$ cat src/rtl/framebuffer_arbiter.sv
// Round-robin arbiter sharing the framebuffer RGB and palette ports between
// spi_gpu (requester 0) and the fill/blit engine (requester 1).
module framebuffer_arbiter #(
  parameter int FB_DEPTH     = 76800,
  parameter int READ_LATENCY = 2,
  parameter bit PAL_VBLANK   = 1'b1
) (
  input  logic        clk_pixel,
  input  logic        reset,
  input  logic        vblank,

  input  logic        r0_valid,
  output logic        r0_ready,
  input  logic        r0_palette,
  input  logic        r0_write,
  input  logic [16:0] r0_addr,
  input  logic [23:0] r0_wdata,
  output logic        r0_rvalid,
  output logic [23:0] r0_rdata,

  input  logic        r1_valid,
  output logic        r1_ready,
  input  logic        r1_palette,
  input  logic        r1_write,
  input  logic [16:0] r1_addr,
  input  logic [23:0] r1_wdata,
  output logic        r1_rvalid,
  output logic [23:0] r1_rdata,

  output logic [16:0] fb_rgb_addr,
  output logic [7:0]  fb_rgb_in,
  output logic        fb_wren_rgb,
  input  logic [7:0]  fb_rgb_out,
  output logic [7:0]  fb_palette_addr,
  output logic [23:0] fb_palette_in,
  output logic        fb_wren_palette,
  input  logic [23:0] fb_palette_out
);

  typedef struct packed {
    logic valid;
    logic id;
    logic palette;
    logic oor;
  } read_tag_t;

  localparam logic [17:0] FB_LIMIT = 18'(FB_DEPTH);

  logic        elig0;
  logic        elig1;
  logic        last_grant;
  logic        accept;
  logic        sel_palette;
  logic        sel_write;
  logic        sel_oor;
  logic [16:0] sel_addr;
  logic [23:0] sel_wdata;

  read_tag_t   issue_tag;
  read_tag_t   retire_tag;
  read_tag_t   tag_pipe [READ_LATENCY];
  logic [23:0] ret_data;

  // A palette write outside vblank drops out of the contest, so it never stalls the other side.
  always_comb begin
    elig0       = r0_valid && !(PAL_VBLANK && r0_palette && r0_write && !vblank);
    elig1       = r1_valid && !(PAL_VBLANK && r1_palette && r1_write && !vblank);
    r0_ready    = !reset && elig0 && (!elig1 || last_grant);
    r1_ready    = !reset && elig1 && (!elig0 || !last_grant);
    accept      = r0_ready || r1_ready;
    sel_palette = r1_ready ? r1_palette : r0_palette;
    sel_write   = r1_ready ? r1_write   : r0_write;
    sel_addr    = r1_ready ? r1_addr    : r0_addr;
    sel_wdata   = r1_ready ? r1_wdata   : r0_wdata;
    sel_oor     = !sel_palette && ({1'b0, sel_addr} >= FB_LIMIT);
  end

  always_ff @(posedge clk_pixel) begin
    if (reset) begin
      last_grant      <= 1'b1;
      fb_rgb_addr     <= '0;
      fb_rgb_in       <= '0;
      fb_wren_rgb     <= 1'b0;
      fb_palette_addr <= '0;
      fb_palette_in   <= '0;
      fb_wren_palette <= 1'b0;
      issue_tag       <= '0;
    end else begin
      fb_wren_rgb     <= 1'b0;
      fb_wren_palette <= 1'b0;
      issue_tag       <= '0;
      if (accept) begin
        last_grant        <= r1_ready;
        issue_tag.valid   <= !sel_write;
        issue_tag.id      <= r1_ready;
        issue_tag.palette <= sel_palette;
        issue_tag.oor     <= sel_oor;
        if (sel_palette) begin
          fb_palette_addr <= sel_addr[7:0];
          if (sel_write) begin
            fb_palette_in   <= sel_wdata;
            fb_wren_palette <= 1'b1;
          end
        end else if (!sel_oor) begin
          // Out-of-range RGB accesses never reach the framebuffer address bus.
          fb_rgb_addr <= sel_addr;
          if (sel_write) begin
            fb_rgb_in   <= sel_wdata[7:0];
            fb_wren_rgb <= 1'b1;
          end
        end
      end
    end
  end

  always_ff @(posedge clk_pixel) begin
    if (reset) begin
      for (int i = 0; i < READ_LATENCY; i++) begin
        tag_pipe[i] <= '0;
      end
    end else begin
      tag_pipe[0] <= issue_tag;
      for (int i = 1; i < READ_LATENCY; i++) begin
        tag_pipe[i] <= tag_pipe[i-1];
      end
    end
  end

  always_comb begin
    retire_tag = tag_pipe[READ_LATENCY-1];
    ret_data   = '0;
    if (!retire_tag.oor) begin
      ret_data = retire_tag.palette ? fb_palette_out : {16'd0, fb_rgb_out};
    end
  end

  always_ff @(posedge clk_pixel) begin
    if (reset) begin
      r0_rvalid <= 1'b0;
      r1_rvalid <= 1'b0;
      r0_rdata  <= '0;
      r1_rdata  <= '0;
    end else begin
      r0_rvalid <= retire_tag.valid && !retire_tag.id;
      r1_rvalid <= retire_tag.valid && retire_tag.id;
      if (retire_tag.valid && !retire_tag.id) begin
        r0_rdata <= ret_data;
      end
      if (retire_tag.valid && retire_tag.id) begin
        r1_rdata <= ret_data;
      end
    end
  end

endmodule

$ cat config.mk
export PLATFORM = sky130hd
export DESIGN_NAME = framebuffer_arbiter
export DESIGN_NICKNAME = d
export VERILOG_FILES = /design/src/rtl/framebuffer_arbiter.sv
export SDC_FILE = /design/constraint.sdc
export NUM_CORES = 1
export LEC_CHECK = 0
export BUFFER_PORTS_ARGS = -buffer_cell sky130_fd_sc_hd__buf_2
export CAP_MARGIN = 20
export CORE_MARGIN = 2
export CORE_UTILIZATION = 47
export CTS_BUF_LIST = sky130_fd_sc_hd__clkbuf_16
export DETAILED_ROUTE_END_ITERATION = 8
export PLACE_DENSITY_LB_ADDON = 0.15
export SLEW_MARGIN = 20
export SYNTH_ARGS = -nofsm -noshare
export SYNTH_HDL_FRONTEND = slang
export SYNTH_SLANG_ARGS = --single-unit
$ cat constraint.sdc
create_clock -name clk_pixel -period 2.4 [get_ports clk_pixel]
set_input_delay 0.12 -clock clk_pixel [delete_from_list [all_inputs] [get_ports clk_pixel]]
set_output_delay 0.12 -clock clk_pixel [all_outputs]
set_load 0.005 [all_outputs]
==> results.cfg <==
[logic_synthesis]
yosys_most_used_dff = dfxtp_1
ys_warn_count = 0
synth_seq_cells = 122
syn_inst = 615
synth-async-reset-ratio = 0
seq_area_frac_synth = 0.459
ys_types = 46
netlist_area_um2 = 5320
syn_nets = 738
synth_area_per_cell_um2 = 8.65
synth_edf_count = 0

[cts]
cts_buffers = 17
cts_sinks = 122
cts_tree = done
cts.htree.levels = 4
insertion_delay_ns = 0.41
root_buffer = clkbuf_16
clockBufferDepth = 2
clkSlewWorstSetupHoldPaths_ns = 0.05

[critical_path]
critPathTopFamily = buffers and inverters
critPathLaunchType = input port
worstPathArrival_ns = 2.67
cp_cell_sequence = dlygate4sd3_1, buf_2, and3b_1, o2111ai_1, o31a_1, buf_4, clkinvlp_4, a311oi_1, dlygate4sd3_1
critPathMaxFanout = 9
worstSetupPathDepth = 9
slowest_stage = dlygate4sd3_1
cpMostUsedCell = dlygate4sd3_1
cp-end-kind = flip-flop
required_ns = 2.75
slowest_delay_ns = 0.59
r2r_cells = 6
worstPathBufferInverterCount = 5
worstSetupPathType = in -> reg

[placement]
hpwl_um = 10100
dp.cells = 951
port_buffers = 233
gp_congestion = 0.801
dp_worst_setup_slack_ns = 0.161
postPlaceCellArea_um2 = 6550

[detailed_routing]
routedWlPerCell_um = 14.5
ant_nets = 0
vias = 5322
wl_um = 15000
avgViaCountPerCell = 5.18
drc = 0
drt_iter0_drc = 255
firstDrtPassIters = 4

[pwr]
power.density_nw_per_um2 = 692
max-vdd-ir-drop_mv = 0.433
p_sw_mw = 1.18
internal_power_mw = 4.08
clkPwrFrac = 0.487
p_comb_frac = 0.110
p_sw_frac = 0.224
power.leakage_nw = 3.67
p_seq_frac = 0.403
power_mw = 5.25

[final_layout]
final_cell_mix = buf_2, nand2_1, dfxtp_1
synthToLayoutAreaGrowth_pct = 42.6
layout.cells.non_filler = 1028
finalInstanceArea_um2 = 7590
nets = 996
utilization = 0.694
final_common_cell = buf_2
drive_gt1_frac = 0.343

[die]
die_x_um = 110
die-area_um2 = 12200
die_y_um = 110
core_area_um2 = 10900
start_util = 0.486
num_io_pins = 234
rows = 38

[timing]
setup-tns-final_ns = 0
finalHoldWorstSlack_ns = 0.0112
hold_violations = 0
setup_violations = 0
max_slew_margin = 0.369
rsz0062_at_grt = no
fin_skew_ns = 0.00549
setup_ws_ns = 0.0774
finalCritPeriodShare = 0.968
worst_pin_slew_ns = 0.944
period_minus_slack_ns = 2.32
fmax_ghz = 0.431
drv_slew = 0

[grt]
grt_antenna_before_repair = 2
track_usage = 0.240
grt-ovfl-total = 0
grt_pass1_vias = 4996
grt_pass1_wl_um = 22700
grt_start_max_net_pins = 60

[job]
maxCapViolations = 0

[min_path]
holdPathStages = 3
hold_path.class = in -> reg

[outcome]
status = complete, no violations
==> routing by layer <==
| metal | GRT usage | up-vias | part of all wire |
|---|---|---|---|
| met3 | 0.0700 | 29 | 0.069 |
| met5 | 0 | - | 0 |
| met2 | 0.435 | 185 | 0.51 |
| met1 | 0.256 | 2512 | 0.40 |
| li1 | - | 2596 | - |
| met4 | 0.112 | 0 | 0.024 |
==> cell type report <==
type                    instances  area (um^2)
diodes                          2         5.00
clock buffers                  17          425
clock inverters                15          165
fillers                       892         3350
inverters                       6         26.3
multi-input cells             438         2660
flip-flops and latches        122         2440
well taps                     140          175
repair buffers                288         1690
==> what timing repair did <==
action,4_1_cts,5_1_grt
hold buffers,42,0
hold endpoints to repair,49,0
setup endpoints to repair,0,4
setup buffers,0,1
resized for setup,0,2
==> worst reg2reg max path: stages (launching register included) <==
cell and delay (ns):
dfxtp_1 0.35, nand2_1 0.14, o211ai_4 0.27, buf_4 0.42, o21ai_0 0.15, a311oi_1 0.26, dlygate4sd3_1 0.59
==> state kept, by name, indices dropped and copies added, names as in the netlist <==
signal           count
r0_rvalid            1
r1_rvalid            1
r0_rdata            24
fb_palette_addr      8
tag_pipe             8
fb_palette_in       24
r1_rdata            24
fb_wren_palette      1
fb_rgb_in            8
last_grant           1
fb_rgb_addr         17
issue_tag            4
fb_wren_rgb          1
==> logic make-up after synthesis <==
family,after synthesis,share of synthesized area
AO/OA/AOI/OAI,113,0.130
buffers and inverters,55,0.0463
flip-flops,122,0.459
multiplexers,73,0.147
AND/OR/NAND/NOR,252,0.218
==> cell usage after synthesis (3+ instances only) <==
cell type  number  area share
nand2b_1        3      0.0035
mux2_2         19       0.040
inv_1           5      0.0035
buf_2           5      0.0047
mux2_4          3      0.0085
mux2i_1        41       0.077
buf_1           4      0.0028
o21ai_0        13       0.012
clkbuf_1       35       0.025
nand3_1        33       0.031
a311oi_1        8       0.013
mux2_1         10       0.021
buf_6           4      0.0085
nor2b_1        52       0.061
a21oi_1        74       0.070
dfxtp_1       122        0.46
nor3_1          3      0.0028
nand2_1       139       0.098
nor2_1         13      0.0092
==> power by group through the flow <==
stage	sequential, mW	combinational (mW)	clock (mW)
4_1_cts	2.12	0.574	2.60
2_1_floorplan	2.16	0.283	0
3_5_place_dp	2.16	0.513	0
3_3_place_gp	2.16	0.501	0
5_1_grt	2.12	0.637	2.68
6_report	2.12	0.580	2.55
==> final timing paths <==
| check | slack [ns] | from | endpoint |
|---|---|---|---|
| hold / removal | 0.01 | r1_wdata[8] | fb_palette_in[8] |
| setup reg to reg | 0.16 | last_grant | fb_palette_addr[1] |
| hold reg to reg | 0.43 | issue_tag[0] | tag_pipe[0][0] |
| setup / recovery | 0.08 | r1_write | fb_palette_addr[1] |
No activity file was read; power rests on OpenSTA's default activity.
